**src/rtl/fft_stream_adapter.sv**
```systemverilog
// ---------------------------------------------------------------------------
// fft_stream_adapter
//
// Takes loosely framed Avalon-ST input packets and turns them into frames of
// exactly FFT_LENGTH beats for the FFT core sink.
//   - Short packets are padded with zero samples up to FFT_LENGTH beats.
//   - Beats of a long packet beyond FFT_LENGTH are accepted and discarded.
//   - Beats that arrive outside a packet are discarded.
// Each output beat carries the sample in [W:1] and the frame's inverse-FFT
// flag in bit [0]. That flag is latched on the frame's sop beat.
// A two-entry skid buffer keeps the output registered and still allows one
// beat per cycle.
//
// Ports
//   clock_clk, reset_reset         clock; asynchronous active-high reset
//   inverse_fft                    mode select, latched on an accepted sop
//   stat_clear                     pulse, clears the sticky status flags
//   asi_in_*                       Avalon-ST sink (ready latency 0)
//   aso_out_*                      Avalon-ST source (ready latency 0)
//   stat_short/long/orphan         sticky: padded / truncated / orphan or
//                                  mid-packet sop seen
//
// FSM states
//   state  | meaning
//   IDLE   | between frames; waiting for an input sop, other beats dropped
//   PASS   | copying input beats into the current frame
//   PAD    | input ended early; writing zero beats until the frame is full
//   DROP   | frame full; discarding input until the packet's eop
// ---------------------------------------------------------------------------
module fft_stream_adapter #(
    parameter int INPUT_SYMBOL_WIDTH = 32,
    parameter int FFT_LENGTH         = 1024
) (
    input  logic                          clock_clk,
    input  logic                          reset_reset,
    input  logic                          inverse_fft,
    input  logic                          stat_clear,
    input  logic [INPUT_SYMBOL_WIDTH-1:0] asi_in_data,
    input  logic                          asi_in_valid,
    input  logic                          asi_in_startofpacket,
    input  logic                          asi_in_endofpacket,
    output logic                          asi_in_ready,
    output logic [INPUT_SYMBOL_WIDTH:0]   aso_out_data,
    output logic                          aso_out_valid,
    output logic                          aso_out_startofpacket,
    output logic                          aso_out_endofpacket,
    input  logic                          aso_out_ready,
    output logic                          stat_short,
    output logic                          stat_long,
    output logic                          stat_orphan
);

    localparam int W      = INPUT_SYMBOL_WIDTH;
    localparam int CNT_W  = $clog2(FFT_LENGTH);
    // Skid entry layout: {sample, flag, sop, eop}
    localparam int BEAT_W = W + 3;
    localparam logic [CNT_W-1:0] LAST_BEAT = CNT_W'(FFT_LENGTH - 1);

    typedef enum logic [1:0] {
        S_IDLE = 2'd0,
        S_PASS = 2'd1,
        S_PAD  = 2'd2,
        S_DROP = 2'd3
    } state_t;

    // -----------------------------------------------------------------------
    // Registers
    // -----------------------------------------------------------------------
    state_t             state_q, state_d;
    logic [CNT_W-1:0]   beat_cnt_q, beat_cnt_d;
    logic               inv_lat_q, inv_lat_d;
    logic               dropped_q, dropped_d;
    logic               run_q;

    logic [BEAT_W-1:0]  ent0_q, ent0_d;
    logic [BEAT_W-1:0]  ent1_q, ent1_d;
    logic               vld0_q, vld0_d;
    logic               vld1_q, vld1_d;

    logic               short_q, short_d;
    logic               long_q, long_d;
    logic               orphan_q, orphan_d;

    // -----------------------------------------------------------------------
    // Combinational signals
    // -----------------------------------------------------------------------
    logic               full;
    logic               rd_en;
    logic               in_ready;
    logic               in_acc;
    logic               at_last;
    logic               wr_en;
    logic [W:0]         wr_data;
    logic               wr_sop;
    logic               wr_eop;
    logic [BEAT_W-1:0]  wr_beat;
    logic               set_short;
    logic               set_long;
    logic               set_orphan;

    assign full    = vld1_q;
    assign rd_en   = vld0_q & aso_out_ready;
    assign in_acc  = asi_in_valid & in_ready;
    assign at_last = (beat_cnt_q == LAST_BEAT);
    assign wr_beat = {wr_data, wr_sop, wr_eop};

    // -----------------------------------------------------------------------
    // Framing FSM: next state, skid write request, status set events
    // -----------------------------------------------------------------------
    always_comb begin
        state_d    = state_q;
        beat_cnt_d = beat_cnt_q;
        inv_lat_d  = inv_lat_q;
        dropped_d  = dropped_q;
        in_ready   = 1'b0;
        wr_en      = 1'b0;
        wr_data    = '0;
        wr_sop     = 1'b0;
        wr_eop     = 1'b0;
        set_short  = 1'b0;
        set_long   = 1'b0;
        set_orphan = 1'b0;

        case (state_q)
            S_IDLE: begin
                // run_q holds ready low until the first edge after reset release
                in_ready = run_q & ~full;
                if (in_acc) begin
                    if (asi_in_startofpacket) begin
                        inv_lat_d  = inverse_fft;
                        wr_en      = 1'b1;
                        wr_data    = {asi_in_data, inverse_fft};
                        wr_sop     = 1'b1;
                        beat_cnt_d = CNT_W'(1);
                        if (asi_in_endofpacket) begin
                            state_d   = S_PAD;
                            set_short = 1'b1;
                        end else begin
                            state_d = S_PASS;
                        end
                    end else begin
                        set_orphan = 1'b1;
                    end
                end
            end

            S_PASS: begin
                in_ready = run_q & ~full;
                if (in_acc) begin
                    wr_en      = 1'b1;
                    wr_data    = {asi_in_data, inv_lat_q};
                    wr_eop     = at_last;
                    // Wraps to zero after the last beat, ready for the next frame
                    beat_cnt_d = beat_cnt_q + CNT_W'(1);
                    if (asi_in_startofpacket) begin
                        set_orphan = 1'b1;
                    end
                    if (at_last) begin
                        if (asi_in_endofpacket) begin
                            state_d = S_IDLE;
                        end else begin
                            state_d   = S_DROP;
                            dropped_d = 1'b0;
                        end
                    end else if (asi_in_endofpacket) begin
                        state_d   = S_PAD;
                        set_short = 1'b1;
                    end
                end
            end

            S_PAD: begin
                if (!full) begin
                    wr_en      = 1'b1;
                    wr_data    = {{W{1'b0}}, inv_lat_q};
                    wr_eop     = at_last;
                    beat_cnt_d = beat_cnt_q + CNT_W'(1);
                    if (at_last) begin
                        state_d = S_IDLE;
                    end
                end
            end

            S_DROP: begin
                in_ready = run_q;
                if (in_acc) begin
                    // Only the first discarded beat raises stat_long, so a clear
                    // during a long tail is not immediately undone.
                    if (!dropped_q) begin
                        set_long  = 1'b1;
                        dropped_d = 1'b1;
                    end
                    if (asi_in_startofpacket) begin
                        set_orphan = 1'b1;
                    end
                    if (asi_in_endofpacket) begin
                        state_d = S_IDLE;
                    end
                end
            end

            default: begin
                state_d = S_IDLE;
            end
        endcase
    end

    // -----------------------------------------------------------------------
    // Skid buffer next state. Entry 0 always holds the oldest beat and drives
    // the outputs; entry 1 only fills when entry 0 is stalled. No write is
    // requested while both entries are full.
    // -----------------------------------------------------------------------
    always_comb begin
        ent0_d = ent0_q;
        ent1_d = ent1_q;
        vld0_d = vld0_q;
        vld1_d = vld1_q;

        if (vld1_q) begin
            if (rd_en) begin
                ent0_d = ent1_q;
                vld1_d = 1'b0;
            end
        end else if (vld0_q) begin
            if (rd_en && wr_en) begin
                ent0_d = wr_beat;
            end else if (rd_en) begin
                vld0_d = 1'b0;
            end else if (wr_en) begin
                ent1_d = wr_beat;
                vld1_d = 1'b1;
            end
        end else if (wr_en) begin
            ent0_d = wr_beat;
            vld0_d = 1'b1;
        end
    end

    // A set event in the same cycle as a clear keeps the flag set.
    always_comb begin
        short_d  = set_short  | (short_q  & ~stat_clear);
        long_d   = set_long   | (long_q   & ~stat_clear);
        orphan_d = set_orphan | (orphan_q & ~stat_clear);
    end

    // -----------------------------------------------------------------------
    // State registers
    // -----------------------------------------------------------------------
    always_ff @(posedge clock_clk or posedge reset_reset) begin
        if (reset_reset) begin
            state_q    <= S_IDLE;
            beat_cnt_q <= '0;
            inv_lat_q  <= 1'b0;
            dropped_q  <= 1'b0;
            run_q      <= 1'b0;
            ent0_q     <= '0;
            ent1_q     <= '0;
            vld0_q     <= 1'b0;
            vld1_q     <= 1'b0;
            short_q    <= 1'b0;
            long_q     <= 1'b0;
            orphan_q   <= 1'b0;
        end else begin
            state_q    <= state_d;
            beat_cnt_q <= beat_cnt_d;
            inv_lat_q  <= inv_lat_d;
            dropped_q  <= dropped_d;
            run_q      <= 1'b1;
            ent0_q     <= ent0_d;
            ent1_q     <= ent1_d;
            vld0_q     <= vld0_d;
            vld1_q     <= vld1_d;
            short_q    <= short_d;
            long_q     <= long_d;
            orphan_q   <= orphan_d;
        end
    end

    // -----------------------------------------------------------------------
    // Outputs
    // -----------------------------------------------------------------------
    assign asi_in_ready          = in_ready;
    assign aso_out_valid         = vld0_q;
    assign aso_out_data          = ent0_q[BEAT_W-1:2];
    assign aso_out_startofpacket = ent0_q[1];
    assign aso_out_endofpacket   = ent0_q[0];
    assign stat_short            = short_q;
    assign stat_long             = long_q;
    assign stat_orphan           = orphan_q;

endmodule
```
**config.mk**
```make
export PLATFORM = sky130hd
export DESIGN_NAME = fft_stream_adapter
export DESIGN_NICKNAME = d
export VERILOG_FILES = /design/src/rtl/fft_stream_adapter.sv
export SDC_FILE = /design/constraint.sdc
export NUM_CORES = 1
export LEC_CHECK = 0
export BUFFER_PORTS_ARGS = -buffer_cell sky130_fd_sc_hd__buf_2
export CAP_MARGIN = 20
export CELL_PAD_IN_SITES_DETAIL_PLACEMENT = 2
export CELL_PAD_IN_SITES_GLOBAL_PLACEMENT = 2
export CORE_ASPECT_RATIO = 0.7
export CORE_UTILIZATION = 25
export DETAILED_ROUTE_END_ITERATION = 8
export PLACE_DENSITY_LB_ADDON = 0.1
export RECOVER_POWER = 25
export SYNTH_ARGS = -nofsm -noshare
export SYNTH_HDL_FRONTEND = slang
export SYNTH_SLANG_ARGS = --single-unit
```
**constraint.sdc**
```tcl
create_clock -name clock_clk -period 3.57 [get_ports clock_clk]
set_input_delay 0.5355 -clock clock_clk [delete_from_list [all_inputs] [get_ports clock_clk]]
set_output_delay 0.5355 -clock clock_clk [all_outputs]
set_load 0.1 [all_outputs]
```
==> results of run 1 <==
[registers in the layout (all words and copies together) (netlist names), 2 cells and up]
| name | flops |
|---|---|
| ent1_q | 35 |
| state_q | 2 |
| ent0_q | 35 |
| beat_cnt_q | 10 |
[cell families after synthesis]
group                    share of synthesized area, %
AND/OR/NAND/NOR                                  19.8
AO/OA/AOI/OAI                                    18.8
multiplexers                                     1.29
adder cells (fa/ha/maj)                          1.50
flip-flops                                       53.8
other                                          0.0896
buffers and inverters                            4.75
[critical path, stage by stage (launching register included)]
cell and delay (ps):
dfrtp_1 400, ha_1 500, inv_1 230, o21a_1 200, nor3b_2 150, buf_2 440
[area by class of cell]
cell class	count	area [sq um]	share of cell area, %
clock buffer	9	225	4.41
clock inverter	7	98.8	1.94
multi-input combinational	324	1750	34.3
inverter	10	38.8	0.759
sequential	90	2250	44.1
tap	225	282	5.51
timing repair buffer	88	459	8.99
[placed cells by master (no fill, tap or decap), drive strengths merged, types with 2 or more instances in the layout]
| cell type | Yosys | final |
|---|---|---|
| or4 | 3 | 3 |
| a21o | 5 | 5 |
| and4 | 2 | 2 |
| inv | 10 | 11 |
| clkinvlp | 0 | 2 |
| nand4 | 8 | 8 |
| nor2b | 3 | 3 |
| nand3 | 6 | 6 |
| a32o | 2 | 2 |
| mux2i | 2 | 2 |
| nor3b | 2 | 2 |
| bufinv | 0 | 2 |
| a31oi | 34 | 34 |
| nor3 | 2 | 2 |
| clkbuf | 12 | 10 |
| or3 | 2 | 2 |
| nor2 | 44 | 44 |
| buf | 17 | 87 |
| o21a | 2 | 2 |
| nand2 | 110 | 110 |
| o31ai | 5 | 5 |
| ha | 5 | 5 |
| clkinv | 0 | 2 |
| and3 | 4 | 4 |
| a21oi | 15 | 15 |
| dfrtp | 90 | 90 |
| a22o | 2 | 2 |
| o21ai | 48 | 48 |
| mux2 | 3 | 3 |
[per-layer routing]
metal	routed length, microns	vias up
met1	6660	1843
met2	5530	64
met3	582	13
met5	11	-
met4	160	2
li1	-	1710
[metrics by stage]
step           worst slack (ps)  hold slack, ps
6_report                    753             377
5_1_grt                     432             369
4_1_cts                     748             328
3_5_place_dp                873             471
3_3_place_gp               1030             462
2_1_floorplan               699             449
[cell usage after synthesis, drive strengths merged (2+ instances only)]
master | number | area share [%]
inv | 10 | 0.90
dfrtp | 90 | 54
clkbuf | 12 | 1.1
a31oi | 34 | 5.1
or3 | 2 | 0.30
mux2 | 3 | 0.81
buf | 17 | 2.8
and3 | 4 | 0.63
a21oi | 15 | 1.9
nand2 | 110 | 9.9
nor2b | 3 | 0.45
a21o | 5 | 0.96
o21a | 2 | 0.36
a22o | 2 | 0.48
or4 | 3 | 0.54
and4 | 2 | 0.42
nand3 | 6 | 0.72
o31ai | 5 | 0.90
ha | 5 | 1.5
mux2i | 2 | 0.48
nor3b | 2 | 0.48
nor3 | 2 | 0.24
nand4 | 8 | 1.2
a32o | 2 | 0.48
o21ai | 48 | 6.3
nor2 | 44 | 3.9
[worst min-delay path by stage]
stage	start	cells after the start	end
after floorplan	ent1_q[0]$_DFFE_PP0P_	2	ent1_q[0]$_DFFE_PP0P_
after global placement	ent1_q[33]$_DFFE_PP0P_	2	ent1_q[33]$_DFFE_PP0P_
after detailed placement	ent1_q[9]$_DFFE_PP0P_	2	ent1_q[9]$_DFFE_PP0P_
after CTS	reset_reset	2	ent0_q[24]$_DFFE_PP0P_
after global routing	aso_out_ready	2	full$_DFF_PP0_
final	aso_out_ready	2	full$_DFF_PP0_
==> results.py, run 1 <==
metrics = {
    "critical_path": {
        "reg2reg_from": "state_q[0]$_DFFE_PP0P_",
        "cp_max_fo": 11,
        "crit_arrival_ps": 2280,
        "crit_path_end": "asi_in_ready",
        "r2r_end": "ent0_q[16]$_DFFE_PP0P_",
        "critical_path.endpoint_type": "output pin",
        "crit_type": "reg -> out",
        "cp-start-kind": "flip-flop",
        "r2r_slack_ps": 890,
        "ff2ff_path_depth": 6,
        "cp.required_ps": 3030,
        "worstSetupStartpoint": "state_q[0]$_DFFE_PP0P_",
    },
    "yosys": {
        "synthCells": 453,
        "synth_seq_cells": 90,
        "synth_cell_type_count": 47,
        "synth_ff_type": "dfrtp_1",
        "async_flop_share_pct": 100,
        "yosys_warnings": 0,
        "synth_edf_count": 0,
        "synth_seq_area_share_pct": 53.8,
        "syn_area_sq_um": 4180,
        "avgSynthCellArea_sq_um": 9.24,
        "synthesis.nets": 498,
    },
    "place": {
        "placedCellCount": 737,
        "hpwlAfterDp_microns": 9130,
        "port_buffers": 79,
        "gp_congestion": 0.795,
        "dpl-instance-area_sq_um": 4790,
    },
    "floorplanning": {
        "boundaryPins": 80,
        "die_area_sq_um": 17300,
        "die_w_microns": 157,
        "dieHeight_microns": 110,
        "start_util_pct": 25.6,
        "rows": 39,
        "core_sq_um": 16300,
    },
    "cells_and_area": {
        "final_cells": 753,
        "layout-drive-gt1-share_pct": 23.3,
        "final_area_sq_um": 5110,
        "fillCellCount": 1835,
        "diodes": 0,
        "area_growth_pct": 22.1,
        "final_core_util_pct": 31.2,
        "final_nets": 568,
    },
    "global_routing": {
        "grt_usage_pct": 16.1,
        "met2_usage_pct": 24.7,
        "grtUsageMet1_pct": 22.2,
        "grt-busiest-layer": "met2",
        "overflow": 0,
        "grt_max_degree": 56,
        "first_global_vias": 3944,
        "met3_usage_pct": 4.46,
        "grt_pass1_wl_microns": 21100,
        "antenna_found_initial": 2,
    },
    "cts": {
        "cts_inserted_buffers": 9,
        "holdBufCountCts": 0,
        "cts_tree": "done",
        "cts_resized": 0,
        "clkLatencyLatePin_ps": 350,
        "root_buffer": "clkbuf_16",
        "clock_sinks": 90,
        "postCtsSetupBuffers": 0,
        "htreeDepth": 3,
        "clockBufferDepth": 2,
        "clk_pin_slew_ps": 70,
    },
    "timing": {
        "max_freq_mhz": 355,
        "setup_tns_ps": 0,
        "tightest_slew_ps": 2520,
        "timing.final.crit_period_ps": 2820,
        "rsz0062_at_grt": "no",
        "max_slew_margin_pct": -69.0,
        "slew_viol_final": 56,
        "clock_skew_ps": 9.33,
        "setup_viol": 0,
        "period_share_pct": 78.9,
        "hold_violations": 0,
    },
    "flow_run": {
        "max_cap_violations": 1,
    },
    "detailed_routing": {
        "dr.first_iter.drc_count": 103,
        "ant_nets": 0,
        "drc": 0,
        "firstDrtPassIters": 4,
        "vias": 3632,
        "avgViaCountPerCell": 4.82,
        "wl_per_cell_microns": 17.2,
        "drt_wl_total_microns": 13000,
    },
    "outcome": {
        "violations": "capacitance limit, slew limit",
        "status": "complete, but fails checks",
    },
    "min_path": {
        "hp-class": "in -> reg",
    },
}
Power of run 1 is left out: the tool's default activity adds up to more than one toggle a clock period on the data nets, which glitch-free logic cannot reach.
==> run 2, diff against run 1 <==
clock period = 2.9 ns   (was 3.57 ns; I/O delays follow)
==> run 2 against run 1 <==
Effect of this change:
- the flow still finishes with violations (capacitance limit, slew limit)
- cell area fell by 0.15%
- clock skew increased by 1.8 ps
- clock-buffer cell count grew 1
- routed wire length down 1.9%
- cell count unchanged
- utilization about the same
- worst setup slack worse by 570 ps
- largest cell class unchanged
- sequential cell count unchanged
- hold slack got worse by 84 ps
- global-route usage fell by 0.13 points
- via count fell by 2.1%
- critical endpoint unchanged
==> results.py, run 2 (same netlist as run 1, synthesis figures left out) <==
metrics = {
    "cts": {
        "clockBufferDepth": 2,
        "clock_sinks": 90,
        "cts_inserted_buffers": 9,
        "root_buffer": "clkbuf_16",
        "clkLatencyLatePin_ps": 350,
        "holdBufCountCts": 0,
        "postCtsSetupBuffers": 0,
        "clk_pin_slew_ps": 70,
        "htreeDepth": 3,
        "cts_tree": "done",
        "cts_resized": 0,
    },
    "timing": {
        "setup_viol": 0,
        "max_freq_mhz": 368,
        "clock_skew_ps": 11.1,
        "hold_ws_ps": 293,
        "setup_ws_ps": 180,
        "period_share_pct": 93.8,
        "slew_viol_final": 46,
        "max_slew_margin_pct": -40.9,
        "setup_tns_ps": 0,
        "timing.final.crit_period_ps": 2720,
        "hold_violations": 0,
        "rsz0062_at_grt": "no",
        "tightest_slew_ps": 2100,
    },
    "floorplanning": {
        "rows": 39,
        "boundaryPins": 80,
        "core_sq_um": 16300,
        "die_area_sq_um": 17300,
        "dieHeight_microns": 110,
        "die_w_microns": 157,
        "start_util_pct": 25.6,
    },
    "detailed_routing": {
        "avgViaCountPerCell": 4.72,
        "dr.first_iter.drc_count": 185,
        "firstDrtPassIters": 4,
        "vias": 3554,
        "drc": 0,
        "drt_wl_total_microns": 12700,
        "wl_per_cell_microns": 16.9,
        "ant_nets": 0,
    },
    "cells_and_area": {
        "final_nets": 567,
        "biggestRegsByFlops": "ent0_q (35), ent1_q (35), beat_cnt_q (10)",
        "area_growth_pct": 21.9,
        "layout_commonest_cell": "nand2_1",
        "final_cells": 753,
        "layout_common_cells": "110 x nand2_1, 89 x dfrtp_1, 79 x buf_2",
        "layout-drive-gt1-share_pct": 23.1,
    },
    "min_path": {
        "holdPathEnd": "full$_DFF_PP0_",
        "worstHoldStart": "aso_out_ready",
        "hp-class": "in -> reg",
        "holdPathStages": 2,
    },
    "global_routing": {
        "antenna_found_initial": 2,
        "grt_pass1_wl_microns": 20700,
        "overflow": 0,
        "grt_max_degree": 71,
        "first_global_vias": 3880,
        "grt_usage_pct": 16.0,
    },
    "outcome": {
        "violations": "capacitance limit, slew limit",
        "status": "complete, but fails checks",
    },
    "critical_path": {
        "reg2reg_from": "state_q[0]$_DFFE_PP0P_",
        "cp_top_family": "buffers and inverters",
        "ff2ff_path_depth": 7,
        "slowest_delay_ps": 470,
        "r2r_end": "ent1_q[11]$_DFFE_PP0P_",
        "cp-start-kind": "flip-flop",
        "crit_type": "reg -> out",
        "path_buf_inv": 2,
        "cp.required_ps": 2470,
        "critical_path.endpoint_type": "output pin",
        "cp_max_fo": 11,
        "crit_slowest_cell": "ha_1",
        "crit_arrival_ps": 2280,
        "crit_chain": "inv_1, ha_1, nor2_1, o21a_1, nor3b_2, buf_2",
        "r2r_slack_ps": 450,
    },
    "place": {
        "placedCellCount": 736,
        "hpwlAfterDp_microns": 8650,
        "port_buffers": 79,
        "post-place-ws_ps": 436,
        "gp_congestion": 0.733,
    },
    "flow_run": {
        "max_cap_violations": 1,
    },
}
[run 2: changes by cell type in the layout (fill, tap and decap cells not counted)]
| cell | previous run | this run |
|---|---|---|
| clkbuf_2 | 0 | 1 |
| diode_2 | 0 | 1 |
| buf_12 | 0 | 2 |
| clkinvlp_4 | 1 | 0 |
| clkinv_4 | 1 | 2 |
| buf_4 | 8 | 5 |
| bufinv_16 | 2 | 1 |
| inv_6 | 2 | 1 |
| clkinv_2 | 1 | 2 |
[run 2: worst register-to-register path: stages, from the launching register on]
cell,delay (ps)
dfrtp_1,400
inv_1,90
ha_1,380
a21o_2,290
a31o_2,270
nand3_2,80
buf_4,520
o21ai_0,270
[run 2: worst max path at each step]
stage,start,endpoint,cells past startpoint
final,state_q[0]$_DFFE_PP0P_,asi_in_ready,6
after CTS,state_q[0]$_DFFE_PP0P_,asi_in_ready,6
after global placement,state_q[0]$_DFFE_PP0P_,beat_cnt_q[9]$_DFFE_PP0P_,7
after floorplan,reset_reset,aso_out_valid$_DFFE_PP0N_,1
after global routing,state_q[0]$_DFFE_PP0P_,asi_in_ready,6
after detailed placement,state_q[0]$_DFFE_PP0P_,beat_cnt_q[9]$_DFFE_PP0P_,7
[run 2: final cells by class]
class | count | area [sq um]
Clock inverter | 6 | 66.3
Antenna cell | 1 | 2.50
Multi-Input combinational cell | 324 | 1750
Tap cell | 225 | 282
Fill cell | 1884 | 11200
Sequential cell | 90 | 2250
Clock buffer | 10 | 229
Inverter | 10 | 38.8
Timing Repair Buffer | 87 | 478
[run 2: metal layers]
| metal | share of wire, % | wire [microns] | vias to the layer above | global-route usage (%) |
|---|---|---|---|---|
| li1 | - | - | 1714 | - |
| met1 | 49 | 6230 | 1761 | 21.6 |
| met2 | 45 | 5770 | 67 | 25.0 |
| met3 | 4.8 | 610 | 10 | 5.04 |
| met4 | 0.63 | 80 | 2 | 3.78 |
| met5 | 0.094 | 12 | - | 0 |
[run 2: stage by stage]
stage | utilization, % | cell area, sq um
after floorplan | - | 4190
after global placement | 29.5 | 4820
after detailed placement | 29.5 | 4820
after CTS | 31.3 | 5110
after global routing | 31.2 | 5100
final | 31.2 | 5100
Power of run 2 is left out for the same reason.
==> run 3, diff against run 2 <==
REMOVE_ABC_BUFFERS = 1   (was unset)
==> run 3 against run 2 <==
Effect of this change:
- the flow still finishes with violations (capacitance limit, slew limit)
- first-iteration DRC count shrank 23%
- critical path type unchanged
- worst setup slack gained 59 ps
- hold slack lost 6.3 ps
- sequential cell count is the same
- die area is the same
- clock skew shrank 2.6 ps
- cell count is the same
- sequential share of layout area is essentially flat
- largest cell class unchanged
- register-to-register slack lost 20 ps
==> results.py, run 3 (same netlist as run 1, synthesis figures left out) <==
metrics = {
    "timing": {
        "hold_violations": 0,
        "max_freq_mhz": 376,
        "period_share_pct": 91.7,
        "slew_viol_final": 35,
        "timing.final.crit_period_ps": 2660,
        "clock_skew_ps": 8.55,
        "setup_viol": 0,
        "setup_tns_ps": 0,
        "rsz0062_at_grt": "no",
        "tightest_slew_ps": 1710,
        "max_slew_margin_pct": -14.3,
    },
    "detailed_routing": {
        "vias": 3544,
        "avgViaCountPerCell": 4.71,
        "drt_wl_total_microns": 12500,
        "ant_nets": 0,
        "firstDrtPassIters": 4,
        "dr.first_iter.drc_count": 142,
        "wl_per_cell_microns": 16.6,
        "drc": 0,
    },
    "critical_path": {
        "ff2ff_path_depth": 7,
        "crit_arrival_ps": 2230,
        "critical_path.endpoint_type": "output pin",
        "cp-start-kind": "flip-flop",
        "r2r_slack_ps": 430,
        "cp.required_ps": 2470,
        "crit_type": "reg -> out",
        "r2r_end": "beat_cnt_q[9]$_DFFE_PP0P_",
        "cp_max_fo": 11,
        "crit_path_end": "asi_in_ready",
        "reg2reg_from": "state_q[0]$_DFFE_PP0P_",
        "worstSetupStartpoint": "state_q[0]$_DFFE_PP0P_",
    },
    "cts": {
        "htreeDepth": 3,
        "holdBufCountCts": 0,
        "root_buffer": "clkbuf_16",
        "cts_inserted_buffers": 9,
        "clkLatencyLatePin_ps": 350,
        "clock_sinks": 90,
        "clockBufferDepth": 2,
        "postCtsSetupBuffers": 0,
        "cts_tree": "done",
        "clk_pin_slew_ps": 70,
    },
    "cells_and_area": {
        "final_core_util_pct": 31.2,
        "final_nets": 568,
        "fillCellCount": 1843,
        "layout_commonest_cell": "nand2_1",
        "biggestRegsByFlops": "ent0_q (35), ent1_q (35), beat_cnt_q (10)",
        "layout-drive-gt1-share_pct": 22.9,
        "diodes": 0,
        "layout_common_cells": "110 x nand2_1, 89 x dfrtp_1, 78 x buf_2",
        "area_growth_pct": 21.9,
        "final_cells": 753,
        "final_area_sq_um": 5100,
    },
    "place": {
        "port_buffers": 79,
        "dpl-instance-area_sq_um": 4820,
        "gp_congestion": 0.713,
        "placedCellCount": 737,
        "hpwlAfterDp_microns": 8740,
    },
    "floorplanning": {
        "die_w_microns": 157,
        "start_util_pct": 25.6,
        "core_sq_um": 16300,
        "dieHeight_microns": 110,
        "rows": 39,
        "boundaryPins": 80,
        "die_area_sq_um": 17300,
    },
    "outcome": {
        "violations": "capacitance limit, slew limit",
        "status": "complete, but fails checks",
    },
    "min_path": {
        "hp-class": "in -> reg",
        "worstHoldStart": "aso_out_ready",
    },
    "global_routing": {
        "first_global_vias": 3798,
        "antenna_found_initial": 0,
        "grt_usage_pct": 15.7,
        "grt_pass1_wl_microns": 20600,
        "overflow": 0,
        "grt_max_degree": 71,
    },
    "flow_run": {
        "max_cap_violations": 1,
    },
}
==> run 3: area by class of cell <==
cell class / count / area (sq um) / share of cell area [%]
sequential: 90 / 2250 / 44.2
multi-input combinational: 324 / 1750 / 34.3
timing repair buffer: 88 / 492 / 9.64
tap: 225 / 282 / 5.52
clock buffer: 10 / 239 / 4.68
clock inverter: 6 / 50.0 / 0.981
inverter: 10 / 38.8 / 0.760
==> run 3: worst max-delay path: stages (launching register included) <==
cell and delay, ps:
dfrtp_1 410, ha_1 450, inv_1 210, o21a_1 180, nor3b_1 170, buf_2 450
==> run 3: what timing repair did <==
action                                 in CTS  in global routing
resized for setup                           0                  1
endpoints found under the hold margin       0                  0
setup endpoints to repair                   0                  1
==> run 3: stage by stage <==
step / hold slack (ps) / setup WS (ps)
2_1_floorplan: 449 / -862
3_3_place_gp: 462 / 562
3_5_place_dp: 467 / 442
5_1_grt: 291 / 78.5
4_1_cts: 136 / 110
6_report: 287 / 240
==> run 3: layer usage <==
metal | up-vias | share of wire [%] | global-route usage [%]
met1 | 1760 | 52 | 22.0
met2 | 59 | 44 | 24.6
met4 | 0 | 1.1 | 4.20
met3 | 12 | 3.4 | 3.40
met5 | - | 0 | 0
li1 | 1713 | - | -
==> run 3: worst min path at each step <==
stage / end / slack [ps] / cells past startpoint
after floorplan: ent1_q[0]$_DFFE_PP0P_ / 450 / 2
final: full$_DFF_PP0_ / 290 / 2
after global routing: full$_DFF_PP0_ / 290 / 2
after detailed placement: ent1_q[0]$_DFFE_PP0P_ / 470 / 2
after global placement: ent1_q[32]$_DFFE_PP0P_ / 460 / 2
after CTS: ent1_q[22]$_DFFE_PP0P_ / 140 / 2
Power of run 3 is left out for the same reason.
